===== src/rtl/uart_tx_arbiter.sv =====
// Purpose : packet-locked round-robin arbiter sharing one uart_tx byte port between NUM_REQ requesters.
// Latency : an accepted requester byte appears on tx_data_o one cycle later; a new grant costs one IDLE cycle.
// Backpressure: tx_ready_i low stalls the output register; req_ready_o of the owner drops until it drains.
//
// Optional feature macro: UART_ARB_TAG_EN
//   defined   -> every packet is preceded by a tag byte TAG_BASE+owner index (extra TAG state).
//   undefined -> payload bytes only; TAG_BASE is not used.
//
// Ports
//   clk_i        system clock
//   reset_ni     synchronous active-low reset
//   req_valid_i  per-requester byte valid
//   req_data_i   per-requester byte, requester i at [8*i+:8]
//   req_last_i   byte is the last of its packet
//   req_ready_o  per-requester accept, only the owner's bit can be set
//   tx_valid_o   byte valid toward uart_tx (registered)
//   tx_data_o    byte toward uart_tx (registered)
//   tx_ready_i   uart_tx accepts the byte
//   grant_o      one-hot current owner, 0 while idle
//   busy_o       arbiter owned or output register still holds a byte
//   timeout_o    one-cycle pulse when a stalled owner is forcibly released

module uart_tx_arbiter #(
    parameter int         NUM_REQ      = 4,
    parameter int         LOCK_TIMEOUT = 1024,
    parameter logic [7:0] TAG_BASE     = 8'h41
) (
    input  logic                 clk_i,
    input  logic                 reset_ni,
    input  logic [NUM_REQ-1:0]   req_valid_i,
    input  logic [NUM_REQ*8-1:0] req_data_i,
    input  logic [NUM_REQ-1:0]   req_last_i,
    output logic [NUM_REQ-1:0]   req_ready_o,
    output logic                 tx_valid_o,
    output logic [7:0]           tx_data_o,
    input  logic                 tx_ready_i,
    output logic [NUM_REQ-1:0]   grant_o,
    output logic                 busy_o,
    output logic                 timeout_o
);

    localparam int             IW      = $clog2(NUM_REQ);
    localparam int             CW      = $clog2(LOCK_TIMEOUT) + 1;
    localparam logic [IW-1:0]  LastIdx = IW'(NUM_REQ - 1);
    localparam logic [CW-1:0]  CntMax  = CW'(LOCK_TIMEOUT - 1);

    typedef enum logic [1:0] {
        S_IDLE = 2'd0,
        S_TAG  = 2'd1,
        S_XFER = 2'd2
    } state_e;

    state_e               state_q, state_d;
    logic [NUM_REQ-1:0]   grant_q, grant_d;
    logic [IW-1:0]        gidx_q, gidx_d;
    logic [IW-1:0]        rr_q, rr_d;
    logic [CW-1:0]        cnt_q, cnt_d;
    logic                 tx_vld_q, tx_vld_d;
    logic [7:0]           tx_dat_q, tx_dat_d;

    // Output register can take a new byte when empty or being consumed this cycle.
    logic out_free;
    assign out_free = ~tx_vld_q | tx_ready_i;

    // ------------------------------------------------------------------
    // Owner's request signals, muxed by the stored grant index.
    // ------------------------------------------------------------------
    logic       sel_vld;
    logic       sel_last;
    logic [7:0] sel_dat;

    always_comb begin
        sel_vld  = 1'b0;
        sel_last = 1'b0;
        sel_dat  = 8'h00;
        for (int i = 0; i < NUM_REQ; i++) begin
            if (gidx_q == IW'(i)) begin
                sel_vld  = req_valid_i[i];
                sel_last = req_last_i[i];
                sel_dat  = req_data_i[8*i +: 8];
            end
        end
    end

    // ------------------------------------------------------------------
    // Round-robin pick: first valid requester at or after rr_q, wrapping.
    // ------------------------------------------------------------------
    logic          pick_vld;
    logic [IW-1:0] pick_idx;

    always_comb begin
        int cand;
        pick_vld = 1'b0;
        pick_idx = '0;
        cand     = 0;
        for (int k = 0; k < NUM_REQ; k++) begin
            cand = int'(rr_q) + k;
            if (cand >= NUM_REQ) begin
                cand = cand - NUM_REQ;
            end
            if (!pick_vld && req_valid_i[IW'(cand)]) begin
                pick_vld = 1'b1;
                pick_idx = IW'(cand);
            end
        end
    end

    // ------------------------------------------------------------------
    // FSM: state register
    // ------------------------------------------------------------------
    always_ff @(posedge clk_i) begin
        if (!reset_ni) begin
            state_q <= S_IDLE;
        end else begin
            state_q <= state_d;
        end
    end

    // ------------------------------------------------------------------
    // FSM: output decode
    // ------------------------------------------------------------------
    logic accept;        // owner byte taken into the output register
    logic tag_load;      // tag byte taken into the output register
    logic timeout_fire;  // stalled owner released this cycle
    logic release_own;   // ownership ends this cycle

    always_comb begin
        accept       = 1'b0;
        tag_load     = 1'b0;
        timeout_fire = 1'b0;
        req_ready_o  = '0;
        case (state_q)
            S_XFER: begin
                if (out_free) begin
                    req_ready_o = grant_q;
                end
                accept = sel_vld & out_free;
                // Only an absent owner byte counts as idle; a stalled uart never does.
                timeout_fire = ~sel_vld & (cnt_q == CntMax);
            end
`ifdef UART_ARB_TAG_EN
            S_TAG: begin
                tag_load = out_free;
            end
`endif
            default: begin
            end
        endcase
    end

    assign release_own = (accept & sel_last) | timeout_fire;

    // ------------------------------------------------------------------
    // FSM: next state
    // ------------------------------------------------------------------
    always_comb begin
        state_d = state_q;
        case (state_q)
            S_IDLE: begin
                if (pick_vld) begin
`ifdef UART_ARB_TAG_EN
                    state_d = S_TAG;
`else
                    state_d = S_XFER;
`endif
                end
            end
`ifdef UART_ARB_TAG_EN
            S_TAG: begin
                if (out_free) begin
                    state_d = S_XFER;
                end
            end
`endif
            S_XFER: begin
                if (release_own) begin
                    state_d = S_IDLE;
                end
            end
            default: begin
                state_d = S_IDLE;
            end
        endcase
    end

    // ------------------------------------------------------------------
    // Datapath next state: grant, RR pointer, lock timer, output register
    // ------------------------------------------------------------------
`ifdef UART_ARB_TAG_EN
    logic [7:0] tag_byte;
    assign tag_byte = TAG_BASE + 8'(gidx_q);
`else
    logic [7:0] unused_tag_base;
    assign unused_tag_base = TAG_BASE;
`endif

    always_comb begin
        grant_d  = grant_q;
        gidx_d   = gidx_q;
        rr_d     = rr_q;
        cnt_d    = cnt_q;
        tx_vld_d = tx_vld_q;
        tx_dat_d = tx_dat_q;

        if (state_q == S_IDLE && pick_vld) begin
            grant_d = NUM_REQ'(1) << pick_idx;
            gidx_d  = pick_idx;
            cnt_d   = '0;
        end

        if (state_q == S_XFER) begin
            if (accept) begin
                cnt_d = '0;
            end else if (!sel_vld) begin
                cnt_d = cnt_q + CW'(1);
            end
            if (release_own) begin
                grant_d = '0;
                rr_d    = (gidx_q == LastIdx) ? '0 : gidx_q + IW'(1);
                cnt_d   = '0;
            end
        end

        // Drain first, then a load in the same cycle overrides it.
        if (tx_ready_i) begin
            tx_vld_d = 1'b0;
        end
        if (accept) begin
            tx_vld_d = 1'b1;
            tx_dat_d = sel_dat;
        end
`ifdef UART_ARB_TAG_EN
        else if (tag_load) begin
            tx_vld_d = 1'b1;
            tx_dat_d = tag_byte;
        end
`endif
    end

    always_ff @(posedge clk_i) begin
        if (!reset_ni) begin
            grant_q  <= '0;
            gidx_q   <= '0;
            rr_q     <= '0;
            cnt_q    <= '0;
            tx_vld_q <= 1'b0;
            tx_dat_q <= 8'h00;
        end else begin
            grant_q  <= grant_d;
            gidx_q   <= gidx_d;
            rr_q     <= rr_d;
            cnt_q    <= cnt_d;
            tx_vld_q <= tx_vld_d;
            tx_dat_q <= tx_dat_d;
        end
    end

    // ------------------------------------------------------------------
    // Outputs
    // ------------------------------------------------------------------
    assign tx_valid_o = tx_vld_q;
    assign tx_data_o  = tx_dat_q;
    assign grant_o    = grant_q;
    assign busy_o     = (state_q != S_IDLE) | tx_vld_q;
    assign timeout_o  = timeout_fire;

endmodule


===== config.mk =====
export PLATFORM = sky130hd
export DESIGN_NAME = uart_tx_arbiter
export DESIGN_NICKNAME = d
export VERILOG_FILES = /design/src/rtl/uart_tx_arbiter.sv
export SDC_FILE = /design/constraint.sdc
export NUM_CORES = 1
export LEC_CHECK = 0
export CAP_MARGIN = 20
export CORE_UTILIZATION = 47
export DETAILED_ROUTE_END_ITERATION = 8
export DONT_BUFFER_PORTS = 1
export HOLD_SLACK_MARGIN = 0.12
export PLACE_DENSITY = 0.72
export SKIP_CTS_REPAIR_TIMING = 1
export SKIP_LAST_GASP = 1
export SLEW_MARGIN = 20
export SYNTH_ARGS = -nofsm -noshare
export SYNTH_HDL_FRONTEND = slang
export SYNTH_SLANG_ARGS = --single-unit

===== constraint.sdc =====
create_clock -name clk_i -period 3.2 [get_ports clk_i]
set_clock_uncertainty 0.05 [all_clocks]
set_input_delay 0.16 -clock clk_i [delete_from_list [all_inputs] [get_ports clk_i]]
set_output_delay 0.16 -clock clk_i [all_outputs]
set_load 0.05 [all_outputs]

* Yosys cells after proc, flatten, opt, wreduce, memory -nomap -nowiden *
Cells that the tools add are included.

storage, ports and cells
  flip-flop bits (word level) = 30
  input bits = 43
  output and inout port bits = 19
  word-level logic and storage cells = 107

cells by class
  $add $sub $neg = 9
  magnitude comparators = 8
  eq/ne operators = 7
  shifts and indexed selects = 1
  muxes and demuxes = 54
  bitwise operators = 8
  reduce and logical (&&, ||, !) cells = 13

operators with widths
  kind                                                                number
  two-way mux 11 bit                                                  5
  two-way mux 8 bit                                                   4
  two-way mux 1 bit                                                   24
  two-way mux 2 bit                                                   11
  two-way mux 4 bit                                                   5
  < comparator 2 x 4 -> 1 bit (second input constant)                 4
  adder 11 x 1 -> 11 bit (second input constant)                      1
  == test 11 x 10 -> 1 bit (second input constant)                    1
  greater-or-equal comparator 3 bit (second input constant)           3
  binary-select mux 1 bit (select 2 bit)                              4
  subtractor 2 x 1 -> 2 bit (second input constant)                   4
  adder 2 x 2 -> 3 bit (second input constant)                        2
  == test 2 bit (second input constant)                               3
  logical AND 1 bit                                                   4
  zero test 2 bit                                                     2
  inequality test 2 bit (second input constant)                       2
  case mux 2 bit (2 select lines)                                     1
  AND reduction 2 bit                                                 2
  nonzero test 2 bit                                                  2
  << shifter 1 x 2 -> 4 bit (first input constant)                    1
  adder 2 x 1 -> 3 bit (second input constant)                        1
  bitwise AND 1 bit                                                   3
  greater-or-equal comparator 2 x 3 -> 1 bit (second input constant)  1
  zero test 1 bit                                                     3
  other kinds (4)                                                     7

* Longest topological paths before layout *
  word-level depth = 21
  mapped depth = 10
  mapped depth without buffers = 8

* Worst setup path after synthesis *
No wires, ideal clock.

  path kind = reg2reg
  from = register gidx_q[0]
  to = register rr_q[0]
  library setup time = 0.070 ns
  arrival = 1.830 ns
  required time = 3.080 ns
  setup slack = 1.250 ns
  stages on the path, launching flop included = 10
  buffers on the path = 1
  period minus slack after synthesis = 1.950 ns
  path through = dfxtp_1 > inv_1 > ha_1 > buf_6 > a211oi_2 > o21a_2 > o211ai_4 > inv_2 > o21ai_1 > a21boi_1

on the way
  word-level cells in the longest chain between the ends = 10
  elaborated cells on any way between the ends = 22
  classes of those cells = 1 x add/sub; 3 x eq/ne; 11 x mux; 5 x bitwise; 2 x reduce/logical

RTL lines
  element                            RTL line  source
  start, declared                    55        logic [IW-1:0] gidx_q, gidx_d;
  start signal, assigned             250       gidx_q <= gidx_d;
  zero test 2 bit                    77        if (gidx_q == IW'(i)) begin
  two-way mux 1 bit (3 in series)    77
  two-way mux 1 bit (*)              77
  NOT 1 bit (*)                      139       timeout_fire = ~sel_vld & (cnt_q == CntMax);
  bitwise AND 1 bit (*)              139
  two-way mux 1 bit (*)              132       case (state_q)
  net timeout_o                      39        output logic timeout_o
  OR 1 bit (*)                       151       assign release_own = (accept & sel_last) | timeout_fire;
  AND reduction 2 bit (no line) (*)  --
  end signal, assigned               251       rr_q <= rr_d;
  end, declared                      56        logic [IW-1:0] rr_q, rr_d;

The timed path passes the listed nets; every way through them passes the cells marked *.
A chain may end at the register's enable or synchronous reset.

* Final worst setup path *
  from = register gidx_q[0]
  to = output timeout_o

on the way
  word-level cells in the longest chain between the ends = 8
  elaborated cells on any way between the ends = 11
  classes of those cells = 3 x eq/ne; 5 x mux; 2 x bitwise; 1 x reduce/logical

RTL lines
  element                          RTL line
  zero test 2 bit                  77
  two-way mux 1 bit (3 in series)  77
  two-way mux 1 bit (*)            77
  NOT 1 bit (*)                    139
  bitwise AND 1 bit (*)            139
  two-way mux 1 bit (*)            132
  end, declared                    39

Mark *: on every way between the ends. The rest lies on a longest branch, timed or not.

==> results.sh <==
export IMPL_status="finished, final reports clean"
export IMPL_synthCells=228
export IMPL_via_count=1638
export IMPL_wl_per_cell_um=15.3
export IMPL_tritoncts="built"
export IMPL_required_ps=2990
export IMPL_ios=62
export IMPL_ys_flop_type="dfxtp_1"
export IMPL_finalNonFillerCells=287
export IMPL_critical_path_class="reg -> out"
export IMPL_leakagePower_nw=0.776
export IMPL_cap_violations=0
export IMPL_first_global_vias=1476
export IMPL_nFillCells=377
export IMPL_power_mw=0.959
export IMPL_antenna_found_initial=0
export IMPL_peakVddDrop_v=0.000340
export IMPL_hold_path_class="in -> reg"
export IMPL_synth_nets=276
export IMPL_numCtsBuffers=5
export IMPL_path_buf_inv=1
export IMPL_hold_ws_ps=144
export IMPL_ys_ff_latch=29
export IMPL_hold_viol_final=0
export IMPL_die_area_um2=4250
export IMPL_syn_area_um2=1880
export IMPL_syn_area_per_cell_um2=8.24
export IMPL_rsz0062_at_grt="no"
export IMPL_synth_cell_types=50
export IMPL_whs_path_depth=4
export IMPL_maxSlewViolCount=0
export IMPL_fin_crit_ps=2450
export IMPL_grtUsageTotal=0.209
export IMPL_drt_total_wl_um=4400
export IMPL_syn_to_final_growth_pct=11.0
export IMPL_grt_pass1_wl_um=6760
export IMPL_drtIter0Drc=97
export IMPL_clkSlewWorstSetupHoldPaths_ps=70
export IMPL_grt_max_degree=22
export IMPL_drive_gt1_frac=0.126
export IMPL_cts_sinks=29
export IMPL_die_x_um=65.2
export IMPL_critical_path_top_delay_family="compound AO/OA/AOI/OAI gates"
export IMPL_die_h_um=65.2
export IMPL_path_cells="ha_1 -> a211oi_2 -> o21a_2 -> o211ai_4 -> inv_2"
export IMPL_place_gp_congestion=0.798
export IMPL_dpl_cell_count=266
export IMPL_period_share=0.765
export IMPL_hpwlAfterDp_um=3090
export IMPL_cp_max_fo=21
export IMPL_synth_enable_flop_cells=0
export IMPL_yosysTopAreaCellShare=0.309
export IMPL_root_buffer="clkbuf_8"
export IMPL_cts_buffer_depth=2
export IMPL_synth_area_leaders="dfxtp_1 (31%), a21oi_1 (7.7%), nand2_1 (5.4%)"
export IMPL_relSlewSlack=0.473
export IMPL_n_antenna_cell=0
export IMPL_cp_arrival_ps=2240
export IMPL_setup_viol=0
export IMPL_fmax_mhz=409
export IMPL_crit_cells=5
export IMPL_async_flop_share=0
export IMPL_clk_latency_ps=290
export IMPL_layout_nets=286
export IMPL_ys_seq_area_frac=0.309
export IMPL_slowest_stage="ha_1"
export IMPL_start_kind="register"
export IMPL_core_um2=3740
export IMPL_via_per_inst=5.71
export IMPL_start_util=0.502
export IMPL_yosys_area_top_type="dfxtp_1"
export IMPL_ctsHtreeMaxLevel=2
export IMPL_grt_overflow=0
export IMPL_first_pass_iters=4
export IMPL_worst_slew_pin_transition_ps=789
export IMPL_final_setup_tns_ps=0
export IMPL_cpPeakStageDelay_ps=570
export IMPL_yosysWarnings=0
export IMPL_critPathCaptureType="output port"
export IMPL_ant_nets=0
export IMPL_port_buffers=0
export IMPL_rr_worst_depth=6
export IMPL_rows=22
export IMPL_drc=0
export IMPL_power_density_nw_per_um2=460
## cell families after synthesis
| group | count (synthesis) | synth area share |
|---|---|---|
| simple gates | 84 | 0.263 |
| mux | 1 | 0.00533 |
| buf+inv | 21 | 0.0613 |
| flops | 29 | 0.309 |
| compound gates | 80 | 0.291 |
| fa+ha+maj | 5 | 0.0333 |
| xor+xnor | 8 | 0.0373 |
## synth_stat cells (2+ instances only)
master / instances
buf_2: 2
and2_1: 2
a21oi_1: 29
nand3_1: 7
dfxtp_1: 29
o21ai_2: 3
nand2_1: 27
a21oi_2: 5
ha_1: 5
and3_1: 6
inv_1: 8
o21ai_0: 6
clkbuf_1: 3
a21o_1: 8
buf_4: 3
o21ai_1: 7
a21boi_1: 4
o211ai_1: 3
o2111a_1: 2
xnor2_1: 2
buf_6: 3
nor3_1: 2
o2111ai_1: 3
nand3b_1: 11
nand2b_1: 3
xor2_1: 6
a211oi_1: 2
nor2_1: 15
## registers in the layout, indices dropped and copies added, names as in the netlist
name and flops:
tx_valid_o 1, state_q 1, cnt_q 11, grant_o 4, tx_data_o 8, rr_q 2
gidx_q 2
## cells in the final DEF, fill, tap and decap left out, types with 3 or more instances in the layout
master / n
xor2_1: 6
a21boi_1: 4
a21oi_2: 5
o211ai_1: 3
o2111ai_1: 3
dlygate4sd3_1: 13
nand3b_1: 11
o21ai_1: 7
ha_1: 5
dfxtp_1: 29
and3_1: 6
a21oi_1: 29
nand2b_1: 3
o21ai_0: 6
nand3_1: 7
nand2_1: 27
o21ai_2: 3
inv_1: 8
clkbuf_8: 5
a21o_1: 8
nor2_1: 15
## worst register-to-register path, stage by stage (launching register included)
cell and delay, ps:
dfxtp_1 390, ha_1 570, a211oi_2 190, o21ai_2 140, and3_1 580, nand4b_4 300
nor2_1 70
## final cells by class
type | instances | area (µm²) | share of cell area
Sequential cell | 29 | 581 | 0.279
Timing Repair Buffer | 15 | 145 | 0.0696
Clock inverter | 2 | 10.0 | 0.00480
Clock buffer | 6 | 72.6 | 0.0348
Inverter | 9 | 33.8 | 0.0162
Tap cell | 48 | 60.1 | 0.0288
Multi-Input combinational cell | 178 | 1180 | 0.567
## through the flow
| step | util | setup WS, ps | instance area (µm²) |
|---|---|---|---|
| CTS | 0.522 | 739 | 1950 |
| global placement | 0.500 | 923 | 1870 |
| finish | 0.557 | 753 | 2080 |
| floorplan | - | 1250 | 1880 |
| detailed placement | 0.500 | 843 | 1870 |
| global route | 0.557 | 595 | 2080 |
## final timing paths
path,start,endpoint,slack (ps)
worst max-delay path,gidx_q[0],timeout_o,750
worst min register to register,rr_q[0],rr_q[0],430
worst max register to register,gidx_q[0],cnt_q[3],800
worst min-delay path,req_data_i[22],tx_data_o[6],140
## power by group
| part | total [mW] | switching, mW | internal, mW |
|---|---|---|---|
| registers | 0.461 | 0.0780 | 0.383 |
| clock network | 0.295 | 0.145 | 0.150 |
| logic | 0.202 | 0.118 | 0.0840 |
## routing by layer
| metal | up-vias | wire [µm] | track usage | part of all wire |
|---|---|---|---|---|
| met5 | - | 0 | 0 | 0 |
| met2 | 30 | 2070 | 0.330 | 0.47 |
| met3 | 6 | 209 | 0.0712 | 0.047 |
| li1 | 835 | - | - | - |
| met1 | 767 | 2080 | 0.262 | 0.47 |
| met4 | 0 | 42 | 0.0761 | 0.0095 |
Power figures use the tool's default switching activity.
